$ cat config.mk
export PLATFORM = sky130hd
export DESIGN_NAME = vga_pixel_fetch
export DESIGN_NICKNAME = d
export VERILOG_FILES = /design/src/rtl/vga_pkg.sv /design/src/rtl/sync_fifo.sv /design/src/rtl/vga_pixel_fetch.sv
export SDC_FILE = /design/constraint.sdc
export NUM_CORES = 1
export LEC_CHECK = 0
export CORE_UTILIZATION = 54
export DETAILED_ROUTE_END_ITERATION = 8
export PLACE_DENSITY = 0.73
export SYNTH_ARGS = -nofsm -noshare
export SYNTH_HDL_FRONTEND = slang
export SYNTH_SLANG_ARGS = --single-unit
$ cat constraint.sdc
create_clock -name pixel_clk -period 3.5 [get_ports pixel_clk]
set_input_delay 0.35 -clock pixel_clk [delete_from_list [all_inputs] [get_ports pixel_clk]]
set_output_delay 0.35 -clock pixel_clk [all_outputs]
set_load 0.02 [all_outputs]
$ cat src/rtl/vga_pkg.sv
// Shared VGA constants and types for the timing generator and pixel fetch.
// Holds display geometry, porch timings, the pixel type and the fetch FSM states.
package vga_pkg;

    localparam int HDISP_DEF  = 800;
    localparam int VDISP_DEF  = 480;
    localparam int H_FP       = 40;
    localparam int H_SYNC     = 128;
    localparam int H_BP       = 88;
    localparam int V_FP       = 1;
    localparam int V_SYNC     = 4;
    localparam int V_BP       = 23;

    typedef logic [23:0] rgb_t;

    typedef enum logic [1:0] {
        IDLE,
        FILL,
        FLUSH,
        DONE
    } fetch_state_t;

endpackage

$ cat src/rtl/sync_fifo.sv
// Show-ahead synchronous FIFO; clear has priority over push and pop.
// Ports: clk, rst, push, pop, clear, din -> dout (0 when empty), empty, full, count.
module sync_fifo #(
    parameter  int WIDTH = 24,
    parameter  int DEPTH = 16,
    localparam int PW    = $clog2(DEPTH),
    localparam int CW    = $clog2(DEPTH + 1)
) (
    input  logic             clk,
    input  logic             rst,
    input  logic             push,
    input  logic             pop,
    input  logic             clear,
    input  logic [WIDTH-1:0] din,
    output logic [WIDTH-1:0] dout,
    output logic             empty,
    output logic             full,
    output logic [CW-1:0]    count
);

    logic [PW-1:0]    wr_ptr_q, wr_ptr_d;
    logic [PW-1:0]    rd_ptr_q, rd_ptr_d;
    logic [CW-1:0]    count_q, count_d;
    logic [WIDTH-1:0] mem_q [DEPTH];
    logic             do_push;
    logic             do_pop;

    assign empty = (count_q == '0);
    assign full  = (count_q == CW'(DEPTH));
    assign count = count_q;

    // A push into a full FIFO is fine when the head leaves in the same cycle:
    // the write lands in the slot being vacated.
    assign do_pop  = pop && !empty;
    assign do_push = push && (!full || do_pop);

    always_comb begin
        wr_ptr_d = wr_ptr_q;
        rd_ptr_d = rd_ptr_q;
        count_d  = count_q;
        if (clear) begin
            wr_ptr_d = '0;
            rd_ptr_d = '0;
            count_d  = '0;
        end else begin
            if (do_push) wr_ptr_d = wr_ptr_q + 1'b1;
            if (do_pop)  rd_ptr_d = rd_ptr_q + 1'b1;
            unique case ({do_push, do_pop})
                2'b10:   count_d = count_q + 1'b1;
                2'b01:   count_d = count_q - 1'b1;
                default: count_d = count_q;
            endcase
        end
    end

    always_ff @(posedge clk) begin
        if (rst) begin
            wr_ptr_q <= '0;
            rd_ptr_q <= '0;
            count_q  <= '0;
        end else begin
            wr_ptr_q <= wr_ptr_d;
            rd_ptr_q <= rd_ptr_d;
            count_q  <= count_d;
        end
    end

    always_ff @(posedge clk) begin
        if (do_push && !clear) mem_q[wr_ptr_q] <= din;
    end

    assign dout = empty ? '0 : mem_q[rd_ptr_q];

endmodule

$ cat src/rtl/vga_pixel_fetch.sv
// Framebuffer pixel feeder: single-outstanding req/ack reads into a show-ahead FIFO.
// Ports: pixel_clk/pixel_rst, frame_start, pix_rd -> pix_data/pix_valid/underflow;
// memory side mem_req/mem_addr out, mem_rdata/mem_ack in.
module vga_pixel_fetch
    import vga_pkg::*;
#(
    parameter int              HDISP      = 800,
    parameter int              VDISP      = 480,
    parameter int              FIFO_DEPTH = 16,
    parameter int              AW         = 32,
    parameter logic [AW-1:0]   BASE_ADDR  = '0,
    parameter int              PIX_BYTES  = 4
) (
    input  logic          pixel_clk,
    input  logic          pixel_rst,
    input  logic          frame_start,
    input  logic          pix_rd,
    output logic [23:0]   pix_data,
    output logic          pix_valid,
    output logic          underflow,
    output logic          mem_req,
    output logic [AW-1:0] mem_addr,
    input  logic [31:0]   mem_rdata,
    input  logic          mem_ack
);

    localparam int TOTAL = HDISP * VDISP;
    localparam int FW    = $clog2(TOTAL + 1);
    localparam int CW    = $clog2(FIFO_DEPTH + 1);

    fetch_state_t  state_q, state_d;
    logic          mem_req_q, mem_req_d;
    logic [AW-1:0] mem_addr_q, mem_addr_d;
    logic [FW-1:0] fetched_q, fetched_d;
    logic          underflow_q, underflow_d;

    logic          f_push;
    logic          f_pop;
    logic          f_clear;
    rgb_t          f_dout;
    logic          f_empty;
    logic          f_full;
    logic [CW-1:0] f_count;

    logic [CW:0]   inflight;
    logic          credit_ok;
    logic          more_ok;
    logic          restart;
    logic          unused_hi;

    assign unused_hi = &{1'b0, mem_rdata[31:24]};

    // The outstanding read already owns a FIFO slot.
    assign inflight  = {1'b0, f_count} + {{CW{1'b0}}, mem_req_q};
    assign credit_ok = inflight < (CW + 1)'(FIFO_DEPTH);
    assign more_ok   = fetched_q < FW'(TOTAL);

    // While flushing, a restart is already pending.
    assign restart = frame_start && (state_q != FLUSH);

    assign f_pop       = pix_rd && !f_empty && !frame_start;
    assign underflow_d = pix_rd && f_empty && !frame_start;

    always_comb begin
        state_d    = state_q;
        mem_req_d  = mem_req_q;
        mem_addr_d = mem_addr_q;
        fetched_d  = fetched_q;
        f_push     = 1'b0;
        f_clear    = 1'b0;
        if (restart) begin
            f_clear = 1'b1;
            if (mem_req_q && !mem_ack) begin
                // Cannot abandon a read mid-flight; wait it out.
                state_d = FLUSH;
            end else begin
                state_d    = FILL;
                mem_req_d  = 1'b0;
                mem_addr_d = BASE_ADDR;
                fetched_d  = '0;
            end
        end else begin
            unique case (state_q)
                IDLE: begin
                    state_d = IDLE;
                end
                FILL: begin
                    if (mem_req_q) begin
                        if (mem_ack) begin
                            f_push     = 1'b1;
                            mem_req_d  = 1'b0;
                            mem_addr_d = mem_addr_q + AW'(PIX_BYTES);
                            fetched_d  = fetched_q + 1'b1;
                            if (fetched_q == FW'(TOTAL - 1)) state_d = DONE;
                        end
                    end else if (credit_ok && more_ok && !f_full) begin
                        mem_req_d = 1'b1;
                    end
                end
                FLUSH: begin
                    if (mem_ack) begin
                        state_d    = FILL;
                        mem_req_d  = 1'b0;
                        mem_addr_d = BASE_ADDR;
                        fetched_d  = '0;
                    end
                end
                DONE: begin
                    state_d = DONE;
                end
                default: begin
                    state_d = IDLE;
                end
            endcase
        end
    end

    always_ff @(posedge pixel_clk) begin
        if (pixel_rst) begin
            state_q     <= IDLE;
            mem_req_q   <= 1'b0;
            mem_addr_q  <= BASE_ADDR;
            fetched_q   <= '0;
            underflow_q <= 1'b0;
        end else begin
            state_q     <= state_d;
            mem_req_q   <= mem_req_d;
            mem_addr_q  <= mem_addr_d;
            fetched_q   <= fetched_d;
            underflow_q <= underflow_d;
        end
    end

    sync_fifo #(
        .WIDTH (24),
        .DEPTH (FIFO_DEPTH)
    ) u_fifo (
        .clk   (pixel_clk),
        .rst   (pixel_rst),
        .push  (f_push),
        .pop   (f_pop),
        .clear (f_clear),
        .din   (mem_rdata[23:0]),
        .dout  (f_dout),
        .empty (f_empty),
        .full  (f_full),
        .count (f_count)
    );

    assign pix_data  = f_dout;
    assign pix_valid = !f_empty;
    assign underflow = underflow_q;
    assign mem_req   = mem_req_q;
    assign mem_addr  = mem_addr_q;

endmodule

==> results of run 1 <==
[cell usage after synthesis (8+ instances only)]
library cell | n | share of area, %
o22ai_1 | 25 | 0.87
o21ai_0 | 14 | 0.39
nand2_1 | 29 | 0.61
nand4_1 | 24 | 0.84
mux4_2 | 96 | 12
inv_1 | 19 | 0.40
ha_1 | 10 | 0.70
a21oi_1 | 21 | 0.58
nand3_1 | 20 | 0.56
edfxtp_1 | 384 | 64
dfxtp_1 | 70 | 7.8
xor2_1 | 34 | 1.7
or3_1 | 10 | 0.35
and2_1 | 9 | 0.31
nor3_1 | 13 | 0.36
nor2_1 | 67 | 1.4
mux2i_1 | 53 | 3.0
and3_1 | 9 | 0.31
clkbuf_1 | 30 | 0.63
buf_2 | 17 | 0.47
xnor2_1 | 8 | 0.39
[cell families after synthesis]
logic type / synth area share [%]
multiplexers: 15.1
buffers and inverters: 1.60
AND/OR/NAND/NOR: 5.71
adder cells (fa/ha/maj): 0.807
AO/OA/AOI/OAI: 2.78
flip-flops: 71.9
XOR/XNOR: 2.05
other: 0.0209
[state kept, by name, summed over array words and instances, names as in the netlist, named ones only]
signal and flops:
u_fifo.mem_q 384, mem_addr 30, fetched_q 19, u_fifo.count 5, u_fifo.rd_ptr_q 4, u_fifo.wr_ptr_q 4
state_q 2, mem_req 1, underflow 1
[metrics by stage]
stage | power (mW) | instance area, µm² | worst slack [ns]
2_1_floorplan | 6.05 | 18000 | 0.0621
3_3_place_gp | 6.16 | 19800 | 0.599
3_5_place_dp | 6.17 | 19800 | 0.558
4_1_cts | 10.5 | 21200 | 0.0712
5_1_grt | 10.7 | 21200 | 0.000190
6_report | 10.4 | 21200 | 0.132
[final cells by class]
cell class	count	area, µm²	area share, %
sequential	454	12900	61.2
multi-input combinational	487	4830	22.8
timing repair buffer	134	1410	6.65
clock buffer	58	1210	5.70
tap	442	553	2.61
clock inverter	26	145	0.686
inverter	19	71.3	0.337
antenna	1	2.50	0.0118
[power breakdown]
part	leakage, nW	internal, mW	switching, mW
clock network	0.645	2.44	1.95
registers	4.02	5.86	0.00935
logic	1.84	0.0615	0.121
total	6.50	8.37	2.08
[worst max path at each step]
stage	depth (start not counted)	slack [ns]	to
finish	5	0.13	pix_data[12]
global route	5	0.0002	pix_data[12]
CTS	5	0.07	pix_data[12]
detailed placement	11	0.56	u_fifo.count[4]
global placement	11	0.60	u_fifo.count[4]
floorplan	5	0.06	u_fifo.mem_q[11][0]
[routing by layer]
layer,global-route usage [%],up-vias
met5,0,-
met4,6.80,0
met3,3.79,62
met2,36.7,313
met1,29.6,4857
li1,-,4290
[worst reg2reg max path, delay by kind of cell, from the launching register on]
family | cells | cell delay (ns)
flops | 1 | 0.55
compound gates | 3 | 0.47
simple gates | 5 | 0.98
fa+ha+maj | 1 | 0.41
==> results.py, run 1 <==
metrics = {
    "critical_path": {
        "r2r_start": "state_q[1]",
        "max_stage_delay_ns": 0.63,
        "crit_buf_inv": 2,
        "cp.required_ns": 3.15,
        "cp.arrival_ns": 3.02,
        "r2r_setup_slack_ns": 1.02,
        "worstPathMaxFanout": 20,
        "reg2reg_depth": 9,
        "path_class": "flop to primary output",
        "crit_chain": "buf_12 > mux4_2 > mux2i_1 > o22ai_1 > clkdlybuf4s50_1",
        "start_kind": "flop",
        "r2r_end": "u_fifo.count[4]",
        "end_kind": "primary output",
        "path_delay_family": "buffers and inverters",
        "worst_path_max_delay_cell": "dfxtp_4",
    },
    "pwr": {
        "leakage_nw": 6.50,
        "peakVddDrop_mv": 0.373,
        "p_per_area_nw_per_um2": 494,
    },
    "timing": {
        "tns_ns": 0,
        "max_freq_mhz": 297,
        "drv_slew": 0,
        "setup-violations-final": 0,
        "fin_hold_ws_ns": 0.496,
        "clock_skew_ns": 0.0114,
        "fin_crit_ns": 3.37,
        "max-slew-margin-rel_pct": 54.9,
        "rsz0062_at_grt": "no",
        "hold_viol": 0,
        "timing_worst_slew_pin_value_ns": 0.677,
        "period_share_pct": 96.2,
    },
    "route": {
        "route.vias.total": 9522,
        "wl_per_cell_um": 22.5,
        "wl_met1_um": 15200,
        "totalWireLength_um": 36400,
        "drt-vias-per-instance": 5.87,
        "wl_met3_um": 2210,
        "firstDrtPassIters": 5,
        "drcViolationCount": 0,
        "top_layer": "met4",
        "first_iter_violations": 830,
        "drt.antenna.violating_nets": 0,
        "met2WireLength_um": 18100,
    },
    "layout": {
        "final_cell_mix": "edfxtp_1 (384), mux4_2 (96), clkdlybuf4s50_1 (85)",
        "area_growth_syn_to_layout_pct": 17.7,
        "fin_cells": 1621,
        "fillers": 2234,
        "finish.utilization_pct": 64.9,
        "layout_commonest_cell": "edfxtp_1",
        "drive_above_1_share_pct": 19.2,
        "fin_nets": 1190,
    },
    "cts": {
        "clkTransAtPathRegs_ns": 0.06,
        "ctsLongestPathBuffers": 3,
        "cts_setup_buffers": 0,
        "clkLatencyLatePin_ns": 0.54,
        "cts.sinks": 454,
        "cts_tree": "done",
        "ctsResizeCount": 0,
        "cts_hold_buf": 0,
        "cts_buffers": 46,
        "cts.htree.levels": 2,
        "cts_root_buffer": "clkbuf_16",
    },
    "global_routing": {
        "antenna_found_initial": 1,
        "grt_max_degree": 41,
        "grt_pass1_wl_um": 55100,
        "grt-ovfl-total": 0,
        "grt_pass1_vias": 9518,
        "track_usage_pct": 22.0,
    },
    "logic_synthesis": {
        "yosysWarnings": 0,
        "ys_types": 52,
        "synth-seq-cells": 454,
        "synthesis.area_um2": 18000,
        "yosysSeqAreaShare_pct": 71.9,
        "synthFlopType": "edfxtp_1",
        "synth_cells": 1009,
        "syn_avg_cell_area_um2": 17.8,
        "synth-edff-count": 384,
        "synthArstFlopShare_pct": 0,
    },
    "floorplan": {
        "dieArea_um2": 34000,
        "ioPinCount": 96,
        "rows": 66,
        "start_util_pct": 55.1,
        "dieHeight_um": 184,
        "die_w_um": 184,
        "core_um2": 32600,
    },
    "placement": {
        "place_congestion": 0.798,
        "io_buffers": 85,
        "hpwl_um": 21100,
        "place_inst": 1536,
    },
    "worst_hold_path": {
        "min_path_cells": 2,
        "hold_class": "flop to flop",
        "min_from": "mem_addr[31]",
        "hold-path-endpoint": "mem_addr[31]",
    },
    "outcome": {
        "status": "finished clean",
    },
    "flow_run": {
        "drv_cap": 0,
    },
}
Note: power is estimated with default switching activity, not from simulation.
==> inputs of run 2 (changes only) <==
--- a/config.mk
+++ b/config.mk
@@ -7,7 +7,7 @@
 export LEC_CHECK = 0
 export CORE_UTILIZATION = 54
 export DETAILED_ROUTE_END_ITERATION = 8
-export PLACE_DENSITY = 0.73
+export PLACE_DENSITY = 0.76
 export SYNTH_ARGS = -nofsm -noshare
 export SYNTH_HDL_FRONTEND = slang
 export SYNTH_SLANG_ARGS = --single-unit
==> run 2 against run 1 <==
  * Flip-flop and latch count stayed put
  * Via count grew 0.53%
  * Sequential power about the same
  * Global-route usage increased by 0.28 points
  * First-iteration DRC count is 3.4% higher
  * Combinational power about the same
  * Clock power is 4% higher
  * Total power grew 1.5%
  * Sequential share of layout area about the same
==> results.py, run 2 (synthesis gave the netlist of run 1 again) <==
metrics = {
    "layout": {
        "final_cell_mix": "edfxtp_1 (384), mux4_2 (96), clkdlybuf4s50_1 (85)",
        "layout_commonest_cell": "edfxtp_1",
        "area_growth_syn_to_layout_pct": 17.6,
        "fin_nets": 1192,
        "largest_register_ff_count": 384,
        "finish.utilization_pct": 64.8,
        "drive_above_1_share_pct": 19.8,
        "final_cell_area_um2": 21100,
        "regMostFlops": "u_fifo.mem_q",
    },
    "worst_hold_path": {
        "hold_class": "flop to flop",
    },
    "critical_path": {
        "start_kind": "flop",
        "worstPathMaxFanout": 37,
        "path_class": "flop to primary output",
        "worst_path_max_delay_cell": "dfxtp_4",
        "path_delay_family": "buffers and inverters",
        "crit_buf_inv": 2,
        "cp.required_ns": 3.15,
        "end_kind": "primary output",
        "max_stage_delay_ns": 0.75,
        "cp.arrival_ns": 2.89,
        "crit_chain": "buf_4 > mux4_2 > mux2i_1 > o22ai_1 > clkdlybuf4s50_1",
    },
    "global_routing": {
        "grt_max_degree": 49,
        "grt_pass1_vias": 9730,
        "track_usage_pct": 22.3,
        "antenna_found_initial": 1,
        "grt_pass1_wl_um": 56400,
        "grt-ovfl-total": 0,
    },
    "placement": {
        "io_buffers": 85,
        "postPlaceCellArea_um2": 19700,
        "hpwl_um": 21100,
        "place_congestion": 0.795,
    },
    "timing": {
        "drv_slew": 0,
        "max-slew-margin-rel_pct": 57.4,
        "max_freq_mhz": 308,
        "period_share_pct": 92.6,
        "fin_hold_ws_ns": 0.505,
        "timing_worst_slew_pin_value_ns": 0.632,
        "tns_ns": 0,
        "setup-violations-final": 0,
        "clock_skew_ns": 0.0116,
        "rsz0062_at_grt": "no",
        "fin_crit_ns": 3.24,
        "hold_viol": 0,
    },
    "cts": {
        "cts.htree.levels": 2,
        "cts_root_buffer": "clkbuf_16",
        "ctsLongestPathBuffers": 3,
        "clkLatencyLatePin_ns": 0.54,
        "cts_setup_buffers": 0,
        "clkTransAtPathRegs_ns": 0.06,
        "cts.sinks": 454,
        "cts_hold_buf": 0,
        "cts_buffers": 46,
        "ctsResizeCount": 0,
        "cts_tree": "done",
    },
    "pwr": {
        "p_per_area_nw_per_um2": 502,
        "leakage_nw": 6.51,
        "peakVddDrop_mv": 0.415,
    },
    "floorplan": {
        "dieHeight_um": 184,
        "die_w_um": 184,
        "rows": 66,
        "start_util_pct": 55.1,
        "dieArea_um2": 34000,
        "ioPinCount": 96,
        "core_um2": 32600,
    },
    "outcome": {
        "status": "finished clean",
    },
    "route": {
        "first_iter_violations": 858,
        "route.vias.total": 9572,
        "drt-vias-per-instance": 5.91,
        "drcViolationCount": 0,
        "firstDrtPassIters": 4,
        "totalWireLength_um": 36600,
        "drt.antenna.violating_nets": 0,
        "wl_per_cell_um": 22.6,
    },
    "flow_run": {
        "drv_cap": 0,
    },
}
## run 2: cell types whose count changed in the layout (fill, tap and decap cells not counted), sizes merged
cell,change
clkinv,-4
inv,-1
bufinv,+1
buf,+2
clkbuf,-2
clkinvlp,+3
## run 2: final cells by class
cell class	count	area, µm²
repair buffers	136	1330
fillers	2166	11500
multi-input cells	487	4830
clock buffers	56	1250
inverters	19	71.3
clock inverters	25	156
well taps	442	553
flip-flops and latches	454	12900
diodes	1	2.50
## run 2: per-layer routing
metal  vias to the layer above  part of all wire, %  track usage, %
met3                        50                  4.7            3.36
met2                       304                   49            36.6
met1                      4941                   44            30.9
met4                         0                  2.3            6.90
met5                         -                    0               0
li1                       4277                    -               -
## run 2: final timing paths
check | depth (start not counted) | to | slack, ns | startpoint
hold / removal | 2 | mem_addr[31] | 0.50 | mem_addr[31]
hold reg to reg | 2 | mem_addr[31] | 0.50 | mem_addr[31]
setup / recovery | 5 | pix_data[3] | 0.26 | flop
setup reg to reg | 12 | u_fifo.count[4] | 1.06 | u_fifo.count[0]
## run 2: power breakdown
part	switching [mW]	leakage, nW	internal, mW	total [mW]
Sequential	0.00912	4.02	5.86	5.87
Combinational	0.120	1.82	0.0594	0.179
Clock	1.94	0.672	2.61	4.55
## run 2: through the flow
step / std cells / setup WS, ns / power [mW]
after global routing: 1620 / 0.150 / 10.9
after global placement: 1538 / 0.608 / 6.16
after floorplan: 1010 / 0.0621 / 6.05
final: 1620 / 0.258 / 10.6
after detailed placement: 1538 / 0.560 / 6.16
after CTS: 1619 / 0.189 / 10.7
## run 2: worst register-to-register path, delay by kind of cell, from the launching register on
kind | cells | cell delay [ns]
adder cells (fa/ha/maj) | 1 | 0.34
flip-flops | 1 | 0.34
buffers and inverters | 3 | 0.44
AO/OA/AOI/OAI | 4 | 0.68
AND/OR/NAND/NOR | 4 | 0.55
